$ cat config.mk
export PLATFORM = sky130hd
export DESIGN_NAME = sw_debounce
export DESIGN_NICKNAME = d
export VERILOG_FILES = /design/src/rtl/sw_debounce_pkg.sv /design/src/rtl/debounce_bit.sv /design/src/rtl/sw_debounce.sv
export SDC_FILE = /design/constraint.sdc
export NUM_CORES = 1
export LEC_CHECK = 0
export CORE_MARGIN = 2
export CORE_UTILIZATION = 45
export DETAILED_ROUTE_END_ITERATION = 6
export DONT_BUFFER_PORTS = 1
export HOLD_SLACK_MARGIN = 0.1
export PLACE_DENSITY = 0.59
export SYNTH_ARGS = -nofsm -noshare
export SYNTH_HDL_FRONTEND = slang
export SYNTH_HIERARCHICAL = 1
export SYNTH_SLANG_ARGS = --single-unit
$ cat constraint.sdc
create_clock -name CLOCK_50 -period 5.15 [get_ports CLOCK_50]
set_clock_uncertainty 0.15 [all_clocks]
set_input_delay 0.2575 -clock CLOCK_50 [delete_from_list [all_inputs] [get_ports CLOCK_50]]
set_output_delay 0.2575 -clock CLOCK_50 [all_outputs]
set_load 0.1 [all_outputs]
$ cat src/rtl/sw_debounce_pkg.sv
// Shared constants and types for the slide-switch debouncer.
// Latency: n/a (declarations only).
// Backpressure: n/a.
//
// CLK_HZ / DEBOUNCE_MS give the board default settle time, which sets
// STABLE_CYCLES_DEF (20 ms at 50 MHz = 1_000_000 cycles).
package sw_debounce_pkg;

  localparam int CLK_HZ            = 50_000_000;
  localparam int DEBOUNCE_MS       = 20;
  localparam int STABLE_CYCLES_DEF = (CLK_HZ / 1000) * DEBOUNCE_MS;

  // Per-edge action taken by a single-bit debouncer.
  typedef enum logic [1:0] {
    CNT_CLEAR  = 2'd0,  // synchronized input agrees with debounced level
    CNT_INC    = 2'd1,  // disagrees, not yet stable long enough
    CNT_ACCEPT = 2'd2   // disagreed for STABLE_CYCLES edges: take new level
  } cnt_op_e;

endpackage

$ cat src/rtl/debounce_bit.sv
// Single-bit debouncer: 2-flop synchronizer, stability counter, debounced flop.
// Latency: a held level change reaches sw_db STABLE_CYCLES+2 edges after first sampled.
// Backpressure: none; free-running on every clock.
//
// Ports:
//   clk    - system clock
//   rst_n  - asynchronous active-low reset
//   sw     - raw asynchronous switch level
//   sw_db  - debounced, registered level
module debounce_bit
  import sw_debounce_pkg::*;
#(
  parameter int STABLE_CYCLES = STABLE_CYCLES_DEF
) (
  input  logic clk,
  input  logic rst_n,
  input  logic sw,
  output logic sw_db
);

  localparam int             CW       = $clog2(STABLE_CYCLES);
  localparam logic [CW-1:0]  CNT_LAST = CW'(STABLE_CYCLES - 1);

  logic          sync1;
  logic          sync2;
  logic [CW-1:0] cnt;
  cnt_op_e       op;

  // Counter only ever runs while sync2 disagrees with sw_db; any agreement
  // (a bounce back) restarts it, so it never exceeds CNT_LAST.
  always_comb begin
    op = CNT_CLEAR;
    if (sync2 != sw_db) begin
      op = (cnt == CNT_LAST) ? CNT_ACCEPT : CNT_INC;
    end
  end

  always_ff @(posedge clk or negedge rst_n) begin
    if (!rst_n) begin
      sync1 <= 1'b0;
      sync2 <= 1'b0;
      cnt   <= '0;
      sw_db <= 1'b0;
    end else begin
      sync1 <= sw;
      sync2 <= sync1;
      case (op)
        CNT_CLEAR:  cnt <= '0;
        CNT_INC:    cnt <= cnt + 1'b1;
        CNT_ACCEPT: begin
          cnt   <= '0;
          sw_db <= sync2;
        end
        default:    cnt <= '0;
      endcase
    end
  end

endmodule

$ cat src/rtl/sw_debounce.sv
// Debounces WIDTH slide switches feeding the half-adder operands; optional change strobe.
// Latency: SW_DB follows a held SW change after STABLE_CYCLES+2 edges; SW_CHG one edge later.
// Backpressure: none; outputs are free-running registers.
//
// Ports:
//   CLOCK_50 - 50 MHz system clock
//   KEY0     - asynchronous active-low reset (pushbutton)
//   SW       - raw bouncing switch levels
//   SW_DB    - debounced switch levels
//   SW_CHG   - one-cycle strobe the cycle after any SW_DB bit changed
// Build option: define SW_DEBOUNCE_CHG_EN to enable SW_CHG; otherwise it is tied low.
module sw_debounce
  import sw_debounce_pkg::*;
#(
  parameter int WIDTH         = 2,
  parameter int STABLE_CYCLES = STABLE_CYCLES_DEF
) (
  input  logic             CLOCK_50,
  input  logic             KEY0,
  input  logic [WIDTH-1:0] SW,
  output logic [WIDTH-1:0] SW_DB,
  output logic             SW_CHG
);

  generate
    if (STABLE_CYCLES < 2 || WIDTH < 1) begin : g_param_err
      $error("sw_debounce: STABLE_CYCLES must be >= 2 and WIDTH >= 1");
    end
  endgenerate

  for (genvar i = 0; i < WIDTH; i++) begin : g_bit
    debounce_bit #(
      .STABLE_CYCLES(STABLE_CYCLES)
    ) u_bit (
      .clk   (CLOCK_50),
      .rst_n (KEY0),
      .sw    (SW[i]),
      .sw_db (SW_DB[i])
    );
  end

`ifdef SW_DEBOUNCE_CHG_EN
  // SW_DB delayed by one edge; the xor is nonzero for exactly the cycle
  // following an update, and registering it yields the strobe. Both
  // registers clear together on reset, so reset never fakes a change.
  logic [WIDTH-1:0] sw_db_q;

  always_ff @(posedge CLOCK_50 or negedge KEY0) begin
    if (!KEY0) begin
      sw_db_q <= '0;
      SW_CHG  <= 1'b0;
    end else begin
      sw_db_q <= SW_DB;
      SW_CHG  <= |(SW_DB ^ sw_db_q);
    end
  end
`else
  assign SW_CHG = 1'b0;
`endif

endmodule

==> results_dict.tcl, run 1 <==
set metrics [dict create \
    crit_type "register to register" \
    die_w_um 73.9 \
    critPathMaxFanout 18 \
    cts_tree "done" \
    power_mw 0.657 \
    drcViolationCount 0 \
    drtAntennaViolNets 0 \
    cts_buffer_depth 2 \
    p_leak_nw 0.924 \
    fin_cells 292 \
    port_buffers 0 \
    path_clk_slew_ps 80 \
    root_buffer "clkbuf_8" \
    area_delta_synth_final_pct 9.90 \
    start_util 0.465 \
    ys_seq_area_frac 0.524 \
    fp.dieH_um 73.9 \
    yosysUniqueCellTypes 25 \
    nFillCells 424 \
    drtPass1Iterations 4 \
    critical_path_arrival_ps 2400 \
    rsz0062_at_grt "false" \
    netlist_area_um2 2200 \
    synthCells 216 \
    drive_above_1_share 0.0578 \
    clk_latency_ps 290 \
    dpl.cell_count 280 \
    layout_commonest_cell "dfrtp_1" \
    grt.total_usage 0.157 \
    overflow 0 \
    min_period_over_period 0.464 \
    setup_viol 0 \
    cts.htree.levels 2 \
    dr_total_vias 1504 \
    power_density_nw_per_um2 272 \
    hold_path.class "register to register" \
    relSlewSlack 0.378 \
    post-route-min-period_ps 2390 \
    setup_tns_ps 0 \
    maxCapViolations 0 \
    grt_pass1_wl_um 6560 \
    avgSynthCellArea_um2 10.2 \
    finish.net_count 230 \
    grt_max_degree 47 \
    numCtsBuffers 5 \
    endpoint_kind "register" \
    dieArea_um2 5460 \
    boundaryPins 7 \
    antennaDiodeCount 0 \
    multi_input_area_um2 980 \
    regArea_um2 1150 \
    vias_per_cell 5.15 \
    startpoint_type "register" \
    drt_iter0_markers 70 \
    syn_nets 222 \
    status "completed" \
    clock-sinks 46 \
    whs_ps 207 \
    ir_drop_mv 0.0957 \
    core_um2 4720 \
    grt_pass1_vias 1374 \
    wl_um 3830 \
    fmax_mhz 419 \
    core.rowCount 25 \
    hpwl_um 2490 \
    synth_warnings 6 \
    critPathRequiredTime_ps 5160 \
    maxSlewViolCount 0 \
    place.gp.congestion 0.782 \
    grt_antenna_before_repair 0 \
    avgRoutedWirePerCell_um 13.1 \
    tightest_slew_ps 933 \
    synth-seq-cells 46 \
    final_cell_mix "46 x dfrtp_1, 44 x nor2_1, 28 x xnor2_1" \
    hold_viol_final 0 \
    cts_setup_buffers 0 \
]
flip-flops by register name, indices dropped and copies added (netlist names):
signal	flops
g_bit.u_bit/cnt	40
g_bit.u_bit/sw_db	2
g_bit.u_bit/sync1	2
g_bit.u_bit/sync2	2
what timing repair did:
action,in CTS,in global routing
gates resized for setup,0,0
hold buffers,4,0
endpoints found under the hold margin,48,0
per-layer routing:
layer / wire (um) / share of wire / track usage / up-vias
met3: 150 / 0.039 / 0.0329 / 5
met2: 1580 / 0.41 / 0.219 / 25
met4: 60 / 0.016 / 0.0667 / 0
li1: - / - / - / 761
met1: 2030 / 0.53 / 0.234 / 713
met5: 0 / 0 / 0 / -
worst max-delay path, cell delays in order (launching register included):
cell     delay (ps)
dfrtp_1         400
ha_1            190
nand3_1         290
or4_4           660
o21ai_4         450
nor2_1          120
Yosys cell counts, drive strengths merged:
cell	instances	area, um^2
and3	2	12.5
xor2	4	35.0
nand4	10	62.6
conb	1	3.75
inv	10	37.5
a21oi	2	10.0
nand3	10	50.1
a31o	2	17.5
mux2	2	22.5
nor2	44	165
nand4b	2	17.5
buf	3	30.0
nor3	10	50.1
nor4	12	75.1
ha	2	25.0
dfrtp	46	1150
o21ai	6	52.6
or4b	2	20.0
or4	4	37.5
xnor2	28	245
nand2	10	37.5
mux2i	4	40.0
worst paths after layout:
| path | from | end | slack, ps | depth (start not counted) |
|---|---|---|---|---|
| max | g_bit[1].u_bit/cnt[0] | g_bit[1].u_bit/cnt[16] | 2760 | 5 |
| min | g_bit[1].u_bit/sync1 | g_bit[1].u_bit/sync2 | 210 | 0 |
| max reg2reg | g_bit[1].u_bit/cnt[0] | g_bit[1].u_bit/cnt[16] | 2760 | 5 |
| min reg2reg | g_bit[1].u_bit/sync1 | g_bit[1].u_bit/sync2 | 210 | 0 |
| max in group asynchronous | KEY0 | g_bit[0].u_bit/cnt[15] | 4330 | 2 |
| min in group asynchronous | KEY0 | g_bit[0].u_bit/cnt[17] | 320 | 2 |
report_power, final:
| part | leakage (nW) | switching [mW] | internal (mW) | total, mW |
|---|---|---|---|---|
| Clock | 0.0524 | 0.114 | 0.145 | 0.259 |
| Combinational | 0.243 | 0.0190 | 0.00833 | 0.0274 |
| Sequential | 0.629 | 0.00441 | 0.366 | 0.371 |
| Total | 0.924 | 0.137 | 0.520 | 0.657 |
cell families (layout without fill, tap and decap cells):
kind of cell	after synthesis	in the layout	synth area share
AOI/OAI and AO/OA	10	10	0.0364
other	1	1	0.00171
and+or+nand+nor	106	106	0.240
DFF	46	46	0.524
buffers and inverters	13	22	0.0307
adders and majority gates	2	2	0.0114
muxes	6	6	0.0285
xor gates and xnor gates	32	32	0.127
cell type report:
type | instances | share of cell area
multi-input cells | 157 | 0.405
clock inverters | 1 | 0.0124
repair buffers | 4 | 0.0238
well taps | 67 | 0.0347
clock buffers | 7 | 0.0316
flip-flops and latches | 46 | 0.476
inverters | 10 | 0.0155
stage by stage:
stage                     utilization  setup slack (ps)  cell area [um^2]
after floorplan                     -              2930              2200
after global placement          0.477              2780              2250
after detailed placement        0.477              2780              2250
after CTS                       0.512              2760              2420
after global routing            0.512              2640              2420
final                           0.512              2760              2420
Power figures use the tool's default switching activity.
==> run 2: changes to the inputs <==
==> constraint.sdc (replaced) <==
create_clock -name CLOCK_50 -period 2.2 [get_ports CLOCK_50]
set_clock_uncertainty 0.15 [all_clocks]
set_input_delay 0.11 -clock CLOCK_50 [delete_from_list [all_inputs] [get_ports CLOCK_50]]
set_output_delay 0.11 -clock CLOCK_50 [all_outputs]
set_load 0.1 [all_outputs]
==> results_dict.tcl, run 2 (synthesis results as in run 1) <==
set metrics [dict create \
    status "completed" \
    drive_above_1_share 0.179 \
    rsz0062_at_grt "false" \
    worstPathCellList "or4b_1, or4_4, nor2_4, mux2_1" \
    dr_total_vias 1624 \
    core_um2 4720 \
    port_buffers 0 \
    grt.total_usage 0.164 \
    drtAntennaViolNets 0 \
    grt_pass1_wl_um 6890 \
    finish.net_count 257 \
    setup_tns_ps 0 \
    regMostFlops "g_bit.u_bit/cnt" \
    grt_util_met3 0.0425 \
    die_w_um 73.9 \
    cts_tree "done" \
    cts_buffer_depth 2 \
    startpoint_type "register" \
    vias_per_cell 5.09 \
    fin_util 0.565 \
    largest_register_ffs 40 \
    r2r-end "g_bit[0].u_bit/sw_db" \
    grt_busiest_layer "met1" \
    critical_path_arrival_ps 2190 \
    boundaryPins 7 \
    drcViolationCount 0 \
    use_met1 0.239 \
    overflow 0 \
    maxCapViolations 0 \
    grt_antenna_before_repair 0 \
    root_buffer "clkbuf_8" \
    path_clk_slew_ps 80 \
    start_util 0.465 \
    post-route-min-period_ps 2160 \
    ff2ff_path_depth 4 \
    hold_path.class "primary input to asynchronous set/reset pin" \
    hpwl_um 2690 \
    area_delta_synth_final_pct 21.5 \
    hold_viol_final 0 \
    dieArea_um2 5460 \
    fp.dieH_um 73.9 \
    path_depth 4 \
    grt_max_degree 47 \
    nFillCells 413 \
    maxSlewViolCount 0 \
    endpoint_kind "register" \
    fmax_mhz 464 \
    place.gp.congestion 0.817 \
    worstReg2RegStart "g_bit[0].u_bit/cnt[8]" \
    critPathMaxFanout 2 \
    cp_num_buf_inv 0 \
    grtUsageMet2 0.234 \
    p_leak_nw 1.07 \
    crit_type "register to register" \
    clk_latency_ps 290 \
    slowest_delay_ps 540 \
    avgRoutedWirePerCell_um 12.5 \
    antennaDiodeCount 0 \
    critPathRequiredTime_ps 2230 \
    clock-sinks 46 \
    ir_drop_mv 0.415 \
    wl_um 3990 \
    grt_pass1_vias 1485 \
    min_period_over_period 0.981 \
    crit_family "simple AND/OR/NAND/NOR gates" \
    power_density_nw_per_um2 582 \
    worst_path_max_delay_cell "or4b_1" \
    cts.htree.levels 2 \
    cts_setup_buffers 0 \
    setup_viol 0 \
    drtPass1Iterations 4 \
    reg2reg_setup_slack_ps 40 \
    numCtsBuffers 5 \
    final_cell_mix "46 x dfrtp_1, 42 x nor2_1, 28 x xnor2_1" \
    core.rowCount 25 \
    layout_commonest_cell "dfrtp_1" \
    drt_iter0_markers 79 \
]
run 2: cell types whose count changed in the layout (fill, tap and decap cells not counted), moves of 2 or more:
| cell | change |
|---|---|
| nor2_4 | +2 |
| buf_4 | +25 |
| buf_12 | +2 |
| nor2_1 | -2 |
run 2: how the worst max path moves through the flow:
stage                           start                     end
2_1_floorplan   g_bit[0].u_bit/cnt[8]    g_bit[0].u_bit/sw_db
3_3_place_gp    g_bit[1].u_bit/cnt[8]    g_bit[1].u_bit/sw_db
3_5_place_dp    g_bit[1].u_bit/cnt[8]    g_bit[1].u_bit/sw_db
4_1_cts         g_bit[1].u_bit/cnt[8]    g_bit[1].u_bit/sw_db
5_1_grt        g_bit[0].u_bit/cnt[10]  g_bit[0].u_bit/cnt[13]
6_report        g_bit[0].u_bit/cnt[8]    g_bit[0].u_bit/sw_db
run 2: report_power, final:
part,internal (mW),total [mW],switching (mW)
registers,0.857,0.868,0.0106
clock network,0.339,0.613,0.274
logic,0.0268,0.0732,0.0463
run 2: stage by stage:
stage          setup slack (ps)  hold WS (ps)  instances  cell area, um^2  power (mW)
2_1_floorplan              13.1          -336        216             2200       0.920
3_3_place_gp               52.0          -334        307             2480       0.931
3_5_place_dp               30.5          -334        307             2480       0.931
4_1_cts                    25.2           167        319             2650        1.58
5_1_grt                    14.0           170        319             2670        1.63
6_report                   42.5           177        319             2670        1.55
run 2: metal layers:
layer | part of all wire | routed length, um
met5 | 0 | 0
met4 | 0.014 | 55
met1 | 0.53 | 2120
met3 | 0.034 | 134
met2 | 0.42 | 1690
run 2: repair_timing:
action | CTS | global route
resized for setup | 0 | 4
hold endpoints to repair | 48 | 0
endpoints found under the setup margin | 0 | 2
hold buffers | 4 | 0
run 2: cell type report:
| class | instances | area [um^2] | area share |
|---|---|---|---|
| Sequential cell | 46 | 1150 | 0.431 |
| Multi-Input combinational cell | 157 | 1000 | 0.375 |
| Timing Repair Buffer | 31 | 285 | 0.107 |
| Tap cell | 67 | 83.8 | 0.0314 |
| Clock buffer | 6 | 72.6 | 0.0272 |
| Clock inverter | 2 | 37.5 | 0.0141 |
| Inverter | 10 | 37.5 | 0.0141 |
==> run 3: changes to the inputs <==
--- a/config.mk
+++ b/config.mk
@@ -5,6 +5,7 @@
 export SDC_FILE = /design/constraint.sdc
 export NUM_CORES = 1
 export LEC_CHECK = 0
+export ABC_AREA = 1
 export CORE_MARGIN = 2
 export CORE_UTILIZATION = 45
 export DETAILED_ROUTE_END_ITERATION = 6
==> results_dict.tcl, run 3 <==
set metrics [dict create \
    status "completed" \
    dominantRegCellSynth "dfrtp_1" \
    power_density_nw_per_um2 534 \
    start_util 0.465 \
    drt_iter0_markers 70 \
    final_cell_mix "84 x nor2_1, 82 x nand2_1, 46 x dfrtp_1" \
    critPathRequiredTime_ps 2290 \
    synth_top_cells_by_area "dfrtp_1 45%, nor2_1 12%, nand2_1 12%" \
    drcViolationCount 0 \
    largest_register_ffs 40 \
    ff2ff_path_depth 9 \
    power_mw 1.48 \
    slowest_delay_ps 410 \
    synth-seq-cells 46 \
    dpl_worst_slack_ps 595 \
    cts_tree "done" \
    setup_tns_ps 0 \
    cts_resized 0 \
    numCtsBuffers 5 \
    setup_viol 0 \
    critPathMaxFanout 5 \
    hold_viol_final 0 \
    fin_util 0.507 \
    synthMostInstantiatedCell "nor2_1" \
    worstPathCellList "ha_1, nand2_2, nor2_4, nand2_2, nor2_4, nand2_1, nand2_1, nand2_1, nor2_2" \
    overflow 0 \
    hold_path.class "primary input to asynchronous set/reset pin" \
    clock-sinks 46 \
    core_um2 5470 \
    grt.total_usage 0.180 \
    netlist_area_um2 2550 \
    syn_nets 342 \
    core.rowCount 27 \
    post-route-min-period_ps 1610 \
    boundaryPins 7 \
    critical_path_arrival_ps 1690 \
    drtPass1Iterations 4 \
    wl_um 4900 \
    crit_family "simple AND/OR/NAND/NOR gates" \
    avgSynthCellArea_um2 7.58 \
    place.gp.congestion 0.784 \
    endpoint_kind "register" \
    nFillCells 541 \
    synthArstFlopShare 1.00 \
    rsz0062_at_grt "false" \
    maxCapViolations 0 \
    area_delta_synth_final_pct 8.94 \
    port_buffers 0 \
    dr_total_vias 1958 \
    cts_setup_buffers 0 \
    critPathMostFrequentCell "nand2_1" \
    grt_pass1_vias 2016 \
    min_period_over_period 0.730 \
    synthTopCellsByCount "84 x nor2_1, 82 x nand2_1, 46 x dfrtp_1, 40 x inv_1, 20 x nand3_1" \
    ir_drop_mv 0.320 \
    dieArea_um2 6280 \
    drive_above_1_share 0.0893 \
    crit_type "register to register" \
    cp_num_buf_inv 0 \
    grt_pass1_wl_um 8790 \
    synth-edff-count 0 \
    clk_latency_ps 300 \
    maxSlewViolCount 0 \
    hpwl_um 3590 \
    drtAntennaViolNets 0 \
    startpoint_type "register" \
    layout_commonest_cell "nor2_1" \
    avgRoutedWirePerCell_um 11.7 \
    antennaDiodeCount 0 \
    vias_per_cell 4.67 \
    setup_ws_ps 595 \
    yosysTopAreaCell "dfrtp_1" \
    regMostFlops "g_bit.u_bit/cnt" \
    cts_buffer_depth 2 \
    die_w_um 79.2 \
    yosysUniqueCellTypes 23 \
    synthCells 336 \
    grt_antenna_before_repair 0 \
    ys_seq_area_frac 0.452 \
    cts.htree.levels 2 \
    p_leak_nw 1.26 \
    fp.dieH_um 79.2 \
    grt_max_degree 47 \
    path_depth 9 \
    synth_warnings 6 \
    fmax_mhz 623 \
    path_clk_slew_ps 90 \
    root_buffer "clkbuf_8" \
    finish.net_count 352 \
    synth.top_cell.area_share 0.452 \
    worst_path_max_delay_cell "dfrtp_1" \
]
[run 3: cell count changes in the layout (fill, tap and decap cells not counted), sizes merged, moves of 6 or more]
cell,before,now
buf,28,3
inv,10,42
nand2,10,88
nand3,10,22
nand4,10,4
nor2,44,92
nor3,10,4
nor4,12,0
xnor2,28,14
xor2,4,12
[run 3: layout make-up]
type                            count  area [um^2]  area share
Clock inverter                      2         12.5     0.00451
Inverter                           42          158      0.0568
Sequential cell                    46         1150       0.415
Multi-Input combinational cell    245         1210       0.435
Clock buffer                        6         82.6      0.0298
Tap cell                           72         90.1      0.0325
Timing Repair Buffer                6         72.6      0.0262
[run 3: metrics by stage]
stage / area, um^2 / cells / hold WS [ps]
3_3_place_gp: 2620 / 407 / -334
6_report: 2770 / 419 / 146
5_1_grt: 2770 / 419 / 174
2_1_floorplan: 2550 / 336 / -336
4_1_cts: 2770 / 419 / 165
3_5_place_dp: 2620 / 407 / -334
[run 3: cell families after synthesis]
kind of cell	after synthesis	synth area share
fa+ha+maj	2	0.00983
other cells	1	0.00147
flops	46	0.452
buf+inv	45	0.0737
compound gates	6	0.0138
xor+xnor	26	0.0894
simple gates	210	0.360
[run 3: worst paths after layout]
path / startpoint / end / slack (ps)
max in group asynchronous: KEY0 / g_bit[0].u_bit/cnt[9] / 1540
min reg2reg: g_bit[0].u_bit/sync1 / g_bit[0].u_bit/sync2 / 210
min in group CLOCK_50: g_bit[0].u_bit/sync1 / g_bit[0].u_bit/sync2 / 210
min: KEY0 / g_bit[0].u_bit/sync2 / 150
max: g_bit[1].u_bit/cnt[0] / g_bit[1].u_bit/cnt[16] / 590
max reg2reg: g_bit[1].u_bit/cnt[0] / g_bit[1].u_bit/cnt[16] / 590
[run 3: what timing repair did]
item / 4_1_cts / 5_1_grt
hold buffers: 4 / 0
endpoints found under the setup margin: 0 / 0
hold endpoints to repair: 48 / 0
[run 3: report_power, final]
part	switching [mW]	total, mW	internal, mW
combinational	0.0476	0.0684	0.0208
sequential	0.0112	0.868	0.857
clock	0.291	0.544	0.253
[run 3: per-layer routing]
metal,GRT usage,vias up,part of all wire
li1,-,1033,-
met1,0.199,901,0.43
met2,0.343,16,0.53
met3,0.0341,8,0.022
met4,0.0586,0,0.014
met5,0,-,0
